**config.mk**
```make
export PLATFORM = sky130hd
export DESIGN_NAME = id_ex_operand_stage
export DESIGN_NICKNAME = d
export VERILOG_FILES = /design/src/rtl/id_ex_operand_stage.sv
export SDC_FILE = /design/constraint.sdc
export NUM_CORES = 1
export LEC_CHECK = 0
export ABC_AREA = 1
export BUFFER_PORTS_ARGS = -buffer_cell sky130_fd_sc_hd__buf_4
export CORE_MARGIN = 2
export CORE_UTILIZATION = 60
export CTS_CLUSTER_DIAMETER = 50
export DETAILED_ROUTE_END_ITERATION = 6
export GPL_ROUTABILITY_DRIVEN = 0
export GPL_TIMING_DRIVEN = 0
export PLACE_DENSITY_LB_ADDON = 0.15
export SLEW_MARGIN = 10
export SYNTH_ARGS = -nofsm -noshare
export SYNTH_HDL_FRONTEND = slang
export SYNTH_SLANG_ARGS = --single-unit
```
**constraint.sdc**
```tcl
create_clock -name clk -period 1.5 [get_ports clk]
set_input_delay 0.225 -clock clk [delete_from_list [all_inputs] [get_ports clk]]
set_output_delay 0.225 -clock clk [all_outputs]
set_load 0.02 [all_outputs]
```
**src/rtl/id_ex_operand_stage.sv**
```systemverilog
// rtl/id_ex_operand_stage.sv - ID/EX operand stage: register file, operand forwarding, one-slot pipeline register
//
// Ports:
//   clk, rst                 clock (rising edge), asynchronous active-low reset
//   in_valid/in_ready        decode-side handshake
//   in_rs_addr, in_rt_addr   source register addresses
//   in_instr, in_op          ALU function and op fields
//   in_rd_addr, in_wb_en     destination register and write flag
//   flush                    squash slot and current input
//   fwd_valid/addr/data      execute result bypass bus
//   wb_en/addr/data          writeback bus (also writes the register file)
//   out_valid/ex_ready       execute-side handshake
//   out_rs, out_rt           resolved operands
//   out_instr, out_op, out_rd_addr, out_wb_en  registered control fields

module id_ex_operand_stage #(
    parameter int DATA_W = 16,
    parameter int REG_N  = 8,
    localparam int ADDR_W = $clog2(REG_N)
) (
    input  logic              clk,
    input  logic              rst,
    input  logic              in_valid,
    output logic              in_ready,
    input  logic [ADDR_W-1:0] in_rs_addr,
    input  logic [ADDR_W-1:0] in_rt_addr,
    input  logic [4:0]        in_instr,
    input  logic [1:0]        in_op,
    input  logic [ADDR_W-1:0] in_rd_addr,
    input  logic              in_wb_en,
    input  logic              flush,
    input  logic              fwd_valid,
    input  logic [ADDR_W-1:0] fwd_addr,
    input  logic [DATA_W-1:0] fwd_data,
    input  logic              wb_en,
    input  logic [ADDR_W-1:0] wb_addr,
    input  logic [DATA_W-1:0] wb_data,
    output logic              out_valid,
    input  logic              ex_ready,
    output logic [DATA_W-1:0] out_rs,
    output logic [DATA_W-1:0] out_rt,
    output logic [4:0]        out_instr,
    output logic [1:0]        out_op,
    output logic [ADDR_W-1:0] out_rd_addr,
    output logic              out_wb_en
);

    logic [DATA_W-1:0] rf_q [REG_N];
    logic [DATA_W-1:0] rf_d [REG_N];

    logic              out_valid_q, out_valid_d;
    logic [DATA_W-1:0] rs_q, rs_d;
    logic [DATA_W-1:0] rt_q, rt_d;
    logic [4:0]        instr_q, instr_d;
    logic [1:0]        op_q, op_d;
    logic [ADDR_W-1:0] rd_addr_q, rd_addr_d;
    logic              wb_flag_q, wb_flag_d;
    logic [ADDR_W-1:0] rs_addr_q, rs_addr_d;
    logic [ADDR_W-1:0] rt_addr_q, rt_addr_d;

    logic [DATA_W-1:0] rs_res, rt_res;
    logic              capture, hold;

    // Only ex_ready reaches in_ready combinationally; out_* come straight from flops.
    assign in_ready = ~out_valid_q | ex_ready;
    assign capture  = in_valid & in_ready & ~flush;
    assign hold     = out_valid_q & ~ex_ready;

    always_comb begin
        for (int i = 0; i < REG_N; i++) begin
            rf_d[i] = rf_q[i];
        end
        if (wb_en) begin
            rf_d[wb_addr] = wb_data;
        end
    end

    // Execute bus is the youngest value, so it overrides writeback, which overrides the array.
    always_comb begin
        rs_res = rf_q[in_rs_addr];
        if (wb_en && (wb_addr == in_rs_addr)) begin
            rs_res = wb_data;
        end
        if (fwd_valid && (fwd_addr == in_rs_addr)) begin
            rs_res = fwd_data;
        end
        rt_res = rf_q[in_rt_addr];
        if (wb_en && (wb_addr == in_rt_addr)) begin
            rt_res = wb_data;
        end
        if (fwd_valid && (fwd_addr == in_rt_addr)) begin
            rt_res = fwd_data;
        end
    end

    always_comb begin
        out_valid_d = out_valid_q;
        rs_d        = rs_q;
        rt_d        = rt_q;
        instr_d     = instr_q;
        op_d        = op_q;
        rd_addr_d   = rd_addr_q;
        wb_flag_d   = wb_flag_q;
        rs_addr_d   = rs_addr_q;
        rt_addr_d   = rt_addr_q;

        if (flush) begin
            out_valid_d = 1'b0;
        end else if (capture) begin
            out_valid_d = 1'b1;
        end else if (out_valid_q && ex_ready) begin
            out_valid_d = 1'b0;
        end

        if (capture) begin
            rs_d      = rs_res;
            rt_d      = rt_res;
            instr_d   = in_instr;
            op_d      = in_op;
            rd_addr_d = in_rd_addr;
            wb_flag_d = in_wb_en;
            rs_addr_d = in_rs_addr;
            rt_addr_d = in_rt_addr;
        end else if (hold && wb_en) begin
            // A stalled slot must not leave with a stale operand once the producer retires.
            if (wb_addr == rs_addr_q) begin
                rs_d = wb_data;
            end
            if (wb_addr == rt_addr_q) begin
                rt_d = wb_data;
            end
        end
    end

    always_ff @(posedge clk or negedge rst) begin
        if (!rst) begin
            for (int i = 0; i < REG_N; i++) begin
                rf_q[i] <= '0;
            end
            out_valid_q <= 1'b0;
            rs_q        <= '0;
            rt_q        <= '0;
            instr_q     <= '0;
            op_q        <= '0;
            rd_addr_q   <= '0;
            wb_flag_q   <= 1'b0;
            rs_addr_q   <= '0;
            rt_addr_q   <= '0;
        end else begin
            for (int i = 0; i < REG_N; i++) begin
                rf_q[i] <= rf_d[i];
            end
            out_valid_q <= out_valid_d;
            rs_q        <= rs_d;
            rt_q        <= rt_d;
            instr_q     <= instr_d;
            op_q        <= op_d;
            rd_addr_q   <= rd_addr_d;
            wb_flag_q   <= wb_flag_d;
            rs_addr_q   <= rs_addr_d;
            rt_addr_q   <= rt_addr_d;
        end
    end

    assign out_valid   = out_valid_q;
    assign out_rs      = rs_q;
    assign out_rt      = rt_q;
    assign out_instr   = instr_q;
    assign out_op      = op_q;
    assign out_rd_addr = rd_addr_q;
    assign out_wb_en   = wb_flag_q;

endmodule

```
==> impl_metrics.yaml, run 1 <==
drt:
  drtIter0Drc: 1558
  wl_per_cell_um: 17.5
  via_per_inst: 5.74
  ant_nets: 0
  remaining_drc_errors: 0
  routed-via-count: 11700
  dr.pass1.iters: 7
  wirelength_mm: 35.5
synthesis:
  avgSynthCellArea_um2: 6.62
  yosysSeqAreaShare_pct: 40.6
  yosysUniqueCellTypes: 25
  ys_ff_latch: 178
  synthTopCellsByArea: "dfrtp_1, nand2_1, nand3_1"
  yosysWarnings: 0
  synth_cells: 1655
  synth_nets: 1717
  syn-cell-area_um2: 11000
  netlist.area_leader.share_pct: 40.6
  yosys.area.top_type: "dfrtp_1"
cells_and_area:
  fill_cells: 1472
  instances_no_fill: 2031
  layout-drive-gt1-share_pct: 14.0
  finalNetCount: 1851
  diodes: 0
  area_growth_syn_to_layout_pct: 17.7
  stdcell_area_um2: 12900
setup_path:
  cp.arrival_ns: 1.85
  cp_data_required_time_ns: 1.84
  critPathKind: "reg2reg"
  worst-path-max-fanout: 10
  crit_path_start_kind: "flip-flop"
  worstSetupEndpointType: "flip-flop"
global_route:
  grt_overflow: 0
  grt_usage_pct: 36.7
  grt_max_degree: 94
  grt_pass1_wl_mm: 56.3
  grt_pass1_vias: 10800
  antenna_found_initial: 0
power_and_ir_drop:
  switching_share_pct: 36.0
  clockPowerShare_pct: 30.2
  total_power_mw: 14.8
  comb_power_share_pct: 28.3
  power_leakage_nw: 6.99
  power.density_nw_per_um2: 1150
  seqPwrFrac_pct: 41.5
  vdd_ir_drop_max_mv: 0.908
  switchingPower_mw: 5.32
  intPower_mw: 9.47
cts:
  cts_tree: "built"
  cts_buffers: 17
  cts_num_sinks: 178
  cts_root_buf: "clkbuf_16"
  clkSlewWorstSetupHoldPaths_ns: 0.08
  clockBufferDepth: 2
  cts_max_level: 4
  clk_latency_ns: 0.45
flow_run:
  cap_violations: 0
floorplanning:
  design.die.area_um2: 19400
  core_um2: 18000
  io_pins: 107
  die_y_um: 139
  die_w_um: 139
  placementRows: 49
  initial_core_util_pct: 61.0
place:
  post_dp_cell_area_um2: 12000
  dp_hpwl_mm: 26.1
  dp.cells: 1984
  place_ws_ns: -0.343
  io_buffers: 99
sta:
  fin_crit_sh_pct: 101
  min_period_ns: 1.51
  skew_ns: 0.0148
  finalWorstSetupSlack_ns: -0.0147
  rsz0062_at_grt: "true"
  timing.final.hold_violations: 0
  tightest_slew_ns: 0.666
  slew_violations: 0
  relSlewSlack_pct: 55.6
  setup_viol: 3
  fmax_ghz: 0.660
status:
  status: "complete, but fails checks"
  violations: "setup timing"
hold_path:
  hold_path.class: "in2reg"
-- registers in the layout, indices dropped and copies added (netlist names) --
signal / count
rf_q: 128
out_instr: 5
out_op: 2
rs_addr_q: 3
out_rd_addr: 3
out_wb_en: 1
out_rt: 16
out_valid: 1
rt_addr_q: 3
out_rs: 16
-- per-layer routing --
layer	vias up	global-route usage, %	part of all wire, %
met5	-	0	0
met4	0	16.3	4.6
met3	135	6.49	9.5
met2	733	58.5	46
met1	5350	49.5	40
li1	5442	-	-
-- critical path, stage by stage (launching register included) --
cell and delay, ns:
dfrtp_2 0.39, nand2_4 0.10, nor2_4 0.22, nand4_4 0.16, clkbuf_4 0.22, o21ai_0 0.22
a21oi_2 0.08
-- per-stage QoR --
stage	setup TNS [ns]	hold WS [ns]	util (%)
after floorplan	0	-0.0706	-
after global placement	-154.43	0.379	66.8
after detailed placement	-14.19	0.268	67.0
after CTS	-0.00102	0.00789	71.3
after global routing	-0.337	0.00586	71.9
final	-0.0168	0.00245	71.9
-- placed cells by master, fill, tap and decap left out, types with 2 or more instances in the layout --
master         count
a21oi_1           12
a21oi_2           21
buf_1              5
buf_2             32
buf_4            109
buf_6             12
clkbuf_1          38
clkbuf_16         17
clkbuf_4           4
clkbuf_8           3
clkinv_2           2
dfrtp_1          177
dlygate4sd3_1     12
inv_1            230
inv_2              7
inv_6              6
inv_8              2
nand2_1          576
nand2_2            3
nand2_4            4
nand3_1          289
nand4_4            2
nor2_1            40
nor2_4             9
o21ai_0          145
o21ai_1           17
o21ai_2            8
xnor2_1            6
xor2_1             2
-- worst paths after layout --
path / slack (ns) / to / start / cells past startpoint
max: -0.01 / out_rs[12] / out_valid / 6
max reg2reg: -0.01 / out_rs[12] / out_valid / 6
min: 0.002 / out_instr[4] / in_instr[4] / 3
min reg2reg: 0.48 / out_rd_addr[1] / out_rd_addr[1] / 2
min in group asynchronous: 0.35 / out_rt[3] / rst / 2
max in group asynchronous: 0.23 / rf_q[87] / rst / 3
-- power groups by stage --
stage               sequential, mW  clock, mW  combinational (mW)
finish                        6.14       4.47                4.19
global route                  6.24       4.64                4.64
CTS                           6.12       4.44                4.06
detailed placement            6.20          0                3.97
global placement              6.16          0                3.85
floorplan                     6.35          0                2.41
-- what timing repair did --
| item | in CTS | in global routing |
|---|---|---|
| pin swaps | 1 | 2 |
| gates cloned | 0 | 1 |
| resized for setup | 24 | 47 |
| hold endpoints to repair | 96 | 0 |
| buffers inserted | 2 | 1 |
| hold buffers | 12 | 0 |
| setup endpoints to repair | 48 | 41 |
-- Yosys cell counts --
master,n
a21oi_1,13
a21oi_2,20
buf_1,5
buf_2,38
buf_4,5
buf_6,8
clkbuf_1,45
clkinv_1,1
dfrtp_1,178
inv_1,230
inv_2,7
inv_4,1
nand2_1,578
nand2_2,5
nand2_4,1
nand3_1,289
nand4_2,2
nor2_1,42
nor2_4,8
nor3_1,1
o21ai_0,166
o21ai_1,2
o21ai_2,2
xnor2_1,6
xor2_1,2
-- layout make-up --
cell class                      instances  area [um2]  area share (%)
Timing Repair Buffer                  116         948            7.35
Multi-Input combinational cell       1137        5190            40.2
Clock inverter                         12         113           0.872
Clock buffer                           20         467            3.62
Inverter                              239         901            6.98
Buffer                                100         544            4.22
Sequential cell                       178        4460            34.5
Tap cell                              229         287            2.22
-- cell families (layout without fill, tap and decap cells) --
family / count (synthesis) / after routing / share of synthesized area, %
XOR/XNOR: 8 / 8 / 0.639
flip-flops: 178 / 178 / 40.6
AO/OA/AOI/OAI: 203 / 203 / 10.0
buffers and inverters: 340 / 487 / 12.8
AND/OR/NAND/NOR: 926 / 926 / 35.9
No activity file was read; power rests on OpenSTA's default activity.
==> run 2: changes to the inputs <==
--- a/config.mk
+++ b/config.mk
@@ -18,3 +18,4 @@
 export SYNTH_ARGS = -nofsm -noshare
 export SYNTH_HDL_FRONTEND = slang
 export SYNTH_SLANG_ARGS = --single-unit
+export TNS_END_PERCENT = 1
==> impl_metrics.yaml, run 2 (synthesis gave the netlist of run 1 again) <==
cts:
  cts_root_buf: "clkbuf_16"
  clk_latency_ns: 0.45
  cts_num_sinks: 178
  cts_max_level: 4
  cts_buffers: 17
  clockBufferDepth: 2
  cts_tree: "built"
  clkSlewWorstSetupHoldPaths_ns: 0.08
global_route:
  grt_pass1_wl_mm: 56.3
  grt_usage_pct: 36.7
  grt_overflow: 0
  antenna_found_initial: 0
  grt_pass1_vias: 10800
  grt_max_degree: 94
floorplanning:
  die_w_um: 139
  io_pins: 107
  placementRows: 49
  core_um2: 18000
  initial_core_util_pct: 61.0
  design.die.area_um2: 19400
  die_y_um: 139
sta:
  timing.final.hold_violations: 0
  rsz0062_at_grt: "true"
  skew_ns: 0.0146
  finalSetupTns_ns: -0.00816
  setup_viol: 1
  finalWorstSetupSlack_ns: -0.00816
  slew_violations: 0
  min_period_ns: 1.51
  fmax_ghz: 0.663
  tightest_slew_ns: 0.673
  fin_crit_sh_pct: 101
  hold_ws_ns: 0.00126
  relSlewSlack_pct: 55.1
hold_path:
  hold_path.class: "in2reg"
cells_and_area:
  registers.top_by_ff_count: "rf_q"
  stdcell_area_um2: 12900
  diodes: 0
  fill_cells: 1479
  area_growth_syn_to_layout_pct: 17.6
  instances_no_fill: 2030
  largest_reg_flops: 128
  layout-drive-gt1-share_pct: 13.9
  finalNetCount: 1850
  layout_common_cells: "nand2_1, nand3_1, inv_1"
  layout_commonest_cell: "nand2_1"
drt:
  wirelength_mm: 35.5
  wl_per_cell_um: 17.5
  wl_met1_mm: 14.1
  ant_nets: 0
  routed-via-count: 11700
  via_per_inst: 5.74
  remaining_drc_errors: 0
  maxUsedRoutingLayer: "met4"
  dr.pass1.iters: 6
  met3WireLength_mm: 3.48
  drtIter0Drc: 1563
  dr_wl_met2_mm: 16.3
power_and_ir_drop:
  power.density_nw_per_um2: 1150
  power_leakage_nw: 6.98
  vdd_ir_drop_max_mv: 0.909
setup_path:
  worst-path-max-fanout: 10
  worstSetupEndpointType: "flip-flop"
  rrSetupSlack_ns: -0.008
  r2r_end: "out_rs[12]"
  cp.arrival_ns: 1.85
  cp_data_required_time_ns: 1.84
  crit-reg2reg-launch: "out_valid"
  r2r_cells: 6
  crit_path_start_kind: "flip-flop"
  cp-startpoint: "out_valid"
  cp-endpoint: "out_rs[12]"
  critPathKind: "reg2reg"
status:
  violations: "setup timing"
  status: "complete, but fails checks"
flow_run:
  cap_violations: 0
place:
  post_dp_cell_area_um2: 12000
  dp.cells: 1984
  dp_hpwl_mm: 26.1
  io_buffers: 99
==> run 2: cell count changes in the layout (fill, tap and decap cells not counted) <==
cell	before	now
o21ai_2	8	7
o21ai_1	17	18
buf_6	12	10
buf_4	109	110
==> run 2: final cells by class <==
| type | instances | area [um2] | share of cell area, % |
|---|---|---|---|
| flip-flops and latches | 178 | 4460 | 34.6 |
| inverters | 239 | 901 | 6.99 |
| clock buffers | 20 | 467 | 3.62 |
| multi-input cells | 1137 | 5190 | 40.3 |
| plain buffers | 100 | 541 | 4.19 |
| clock inverters | 12 | 113 | 0.874 |
| repair buffers | 115 | 937 | 7.27 |
| well taps | 229 | 287 | 2.22 |
==> run 2: worst max-delay path, stage by stage, from the launching register on <==
cell      delay (ns)
dfrtp_2         0.39
nand2_4         0.10
nor2_4          0.22
nand4_4         0.16
clkbuf_4        0.22
o21ai_0         0.21
a21oi_2         0.08
==> run 2: metal layers <==
| layer | up-vias | track usage, % |
|---|---|---|
| met5 | - | 0 |
| met2 | 739 | 58.5 |
| li1 | 5439 | - |
| met4 | 0 | 16.3 |
| met1 | 5343 | 49.4 |
| met3 | 131 | 6.49 |
==> run 2: repair_timing <==
item                                    in CTS  in global routing
endpoints found under the hold margin       96                  0
buffers inserted                             2                  1
cloned                                       0                  0
resized for setup                           22                 45
endpoints found under the setup margin      48                 41
hold buffers                                12                  0
pin swaps                                    1                  2
==> run 2: per-stage QoR <==
stage	setup WS (ns)	utilization, %	power [mW]
2_1_floorplan	0.0186	-	8.76
3_3_place_gp	-0.949	66.8	10.0
3_5_place_dp	-0.343	67.0	10.2
4_1_cts	-0.00196	71.3	14.6
5_1_grt	-0.0684	71.7	15.5
6_report	-0.00816	71.7	14.8
==> run 2: worst min-delay path by stage <==
stage,startpoint,endpoint,slack (ns),depth (start not counted)
3_5_place_dp,rst,out_rt[3],0.27,1
3_3_place_gp,flush,out_valid,0.38,2
6_report,in_instr[4],out_instr[4],0.001,3
2_1_floorplan,rst,out_instr[0],-0.07,0
4_1_cts,in_instr[4],out_instr[4],0.008,3
5_1_grt,in_instr[4],out_instr[4],0.006,3
==> run 2: where the power goes <==
| group | total [mW] | switching [mW] | leakage (nW) | internal [mW] |
|---|---|---|---|---|
| Sequential | 6.15 | 0.477 | 2.20 | 5.67 |
| Combinational | 4.19 | 2.71 | 4.49 | 1.48 |
| Clock | 4.46 | 2.14 | 0.285 | 2.32 |
| Total | 14.8 | 5.33 | 6.98 | 9.47 |
==> run 3: changes to the inputs <==
--- a/config.mk
+++ b/config.mk
@@ -7,7 +7,6 @@
 export LEC_CHECK = 0
 export ABC_AREA = 1
 export BUFFER_PORTS_ARGS = -buffer_cell sky130_fd_sc_hd__buf_4
-export CORE_MARGIN = 2
 export CORE_UTILIZATION = 60
 export CTS_CLUSTER_DIAMETER = 50
 export DETAILED_ROUTE_END_ITERATION = 6
==> impl_metrics.yaml, run 3 (synthesis gave the netlist of run 1 again) <==
setup_path:
  cp.arrival_ns: 1.86
  crit_path_start_kind: "flip-flop"
  cp_data_required_time_ns: 1.85
  worstSetupEndpointType: "flip-flop"
  critPathKind: "reg2reg"
  worst-path-max-fanout: 10
cells_and_area:
  finalNetCount: 1850
  registers.top_by_ff_count: "rf_q"
  area_growth_syn_to_layout_pct: 17.9
  layout_commonest_cell: "nand2_1"
  layout-drive-gt1-share_pct: 13.8
  fin_util_pct: 72.0
  stdcell_area_um2: 12900
  diodes: 0
  largest_reg_flops: 128
  layout_common_cells: "nand2_1, nand3_1, inv_1"
sta:
  finalWorstSetupSlack_ns: -0.00804
  hold_ws_ns: 0.0459
  min_period_ns: 1.51
  rsz0062_at_grt: "true"
  slew_violations: 0
  skew_ns: 0.0122
  tightest_slew_ns: 0.689
  fin_crit_sh_pct: 101
  fmax_ghz: 0.663
  timing.final.hold_violations: 0
  relSlewSlack_pct: 54.1
  setup_viol: 1
status:
  violations: "DRC, setup timing"
  status: "complete, but fails checks"
floorplanning:
  placementRows: 49
  initial_core_util_pct: 61.0
  die_y_um: 137
  design.die.area_um2: 18800
  die_w_um: 137
  core_um2: 18000
  io_pins: 107
place:
  dp_hpwl_mm: 25.9
  place_ws_ns: -0.342
  post_dp_cell_area_um2: 12000
  io_buffers: 99
cts:
  cts_num_sinks: 178
  clk_latency_ns: 0.45
  clockBufferDepth: 2
  cts_root_buf: "clkbuf_16"
  cts_max_level: 4
  clkSlewWorstSetupHoldPaths_ns: 0.08
  cts_buffers: 17
  cts_tree: "built"
drt:
  drtIter0Drc: 1424
  dr.pass1.iters: 7
  routed-via-count: 11600
  wl_per_cell_um: 17.3
  remaining_drc_errors: 1
  wirelength_mm: 35.2
  via_per_inst: 5.72
  ant_nets: 0
power_and_ir_drop:
  total_power_mw: 14.9
  vdd_ir_drop_max_mv: 0.886
  power.density_nw_per_um2: 1160
  power_leakage_nw: 7.00
global_route:
  grt_overflow: 0
  grt_pass1_wl_mm: 55.5
  antenna_found_initial: 0
  grt_usage_pct: 38.8
  grt_pass1_vias: 10500
  grt_max_degree: 92
hold_path:
  hold_path.class: "in2reg"
flow_run:
  cap_violations: 0
[run 3: routing by layer]
metal,global-route usage [%],share of wire (%),routed length (um)
met2,60.5,45,15900
met1,52.5,40,14200
met3,7.03,9.9,3490
met5,0,0,0
met4,17.8,4.4,1540
[run 3: worst paths after layout]
kind                               from        end  slack (ns)  cells after the start
max                        rt_addr_q[1]  out_rt[8]      -0.008                      5
min                          wb_data[2]    rf_q[2]        0.05                      3
max reg2reg                rt_addr_q[1]  out_rt[8]      -0.008                      5
min reg2reg                   out_op[1]  out_op[1]        0.48                      2
max in group asynchronous           rst   rf_q[90]        0.28                      3
min in group asynchronous           rst  out_rt[2]        0.34                      2
[run 3: stage by stage]
step	cells	setup TNS, ns
2_1_floorplan	1655	0
3_3_place_gp	1983	-155.18
3_5_place_dp	1984	-14.51
4_1_cts	2030	-0.0151
5_1_grt	2030	-0.396
6_report	2030	-0.00804
[run 3: area by class of cell]
cell class / count / area (um2)
Inverter: 239 / 903
Clock buffer: 18 / 439
Buffer: 99 / 532
Timing Repair Buffer: 116 / 943
Clock inverter: 14 / 161
Tap cell: 229 / 287
Fill cell: 1454 / 5040
Multi-Input combinational cell: 1137 / 5200
Sequential cell: 178 / 4460
[run 3: where the power goes]
group	switching [mW]	internal (mW)
sequential	0.474	5.67
clock	2.18	2.42
combinational	2.70	1.49
total	5.36	9.58
[run 3: worst max-delay path, stage by stage (launching register included)]
cell      delay (ns)
dfrtp_1         0.40
xnor2_1         0.28
nand4_4         0.22
clkbuf_4        0.24
o21ai_1         0.18
a21oi_2         0.08
[run 3: repair_timing]
item	in CTS	in global routing
pin swaps	0	2
endpoints found under the setup margin	48	42
resized for setup	20	41
setup buffers	2	1
hold endpoints to repair	99	0
hold buffers	13	0
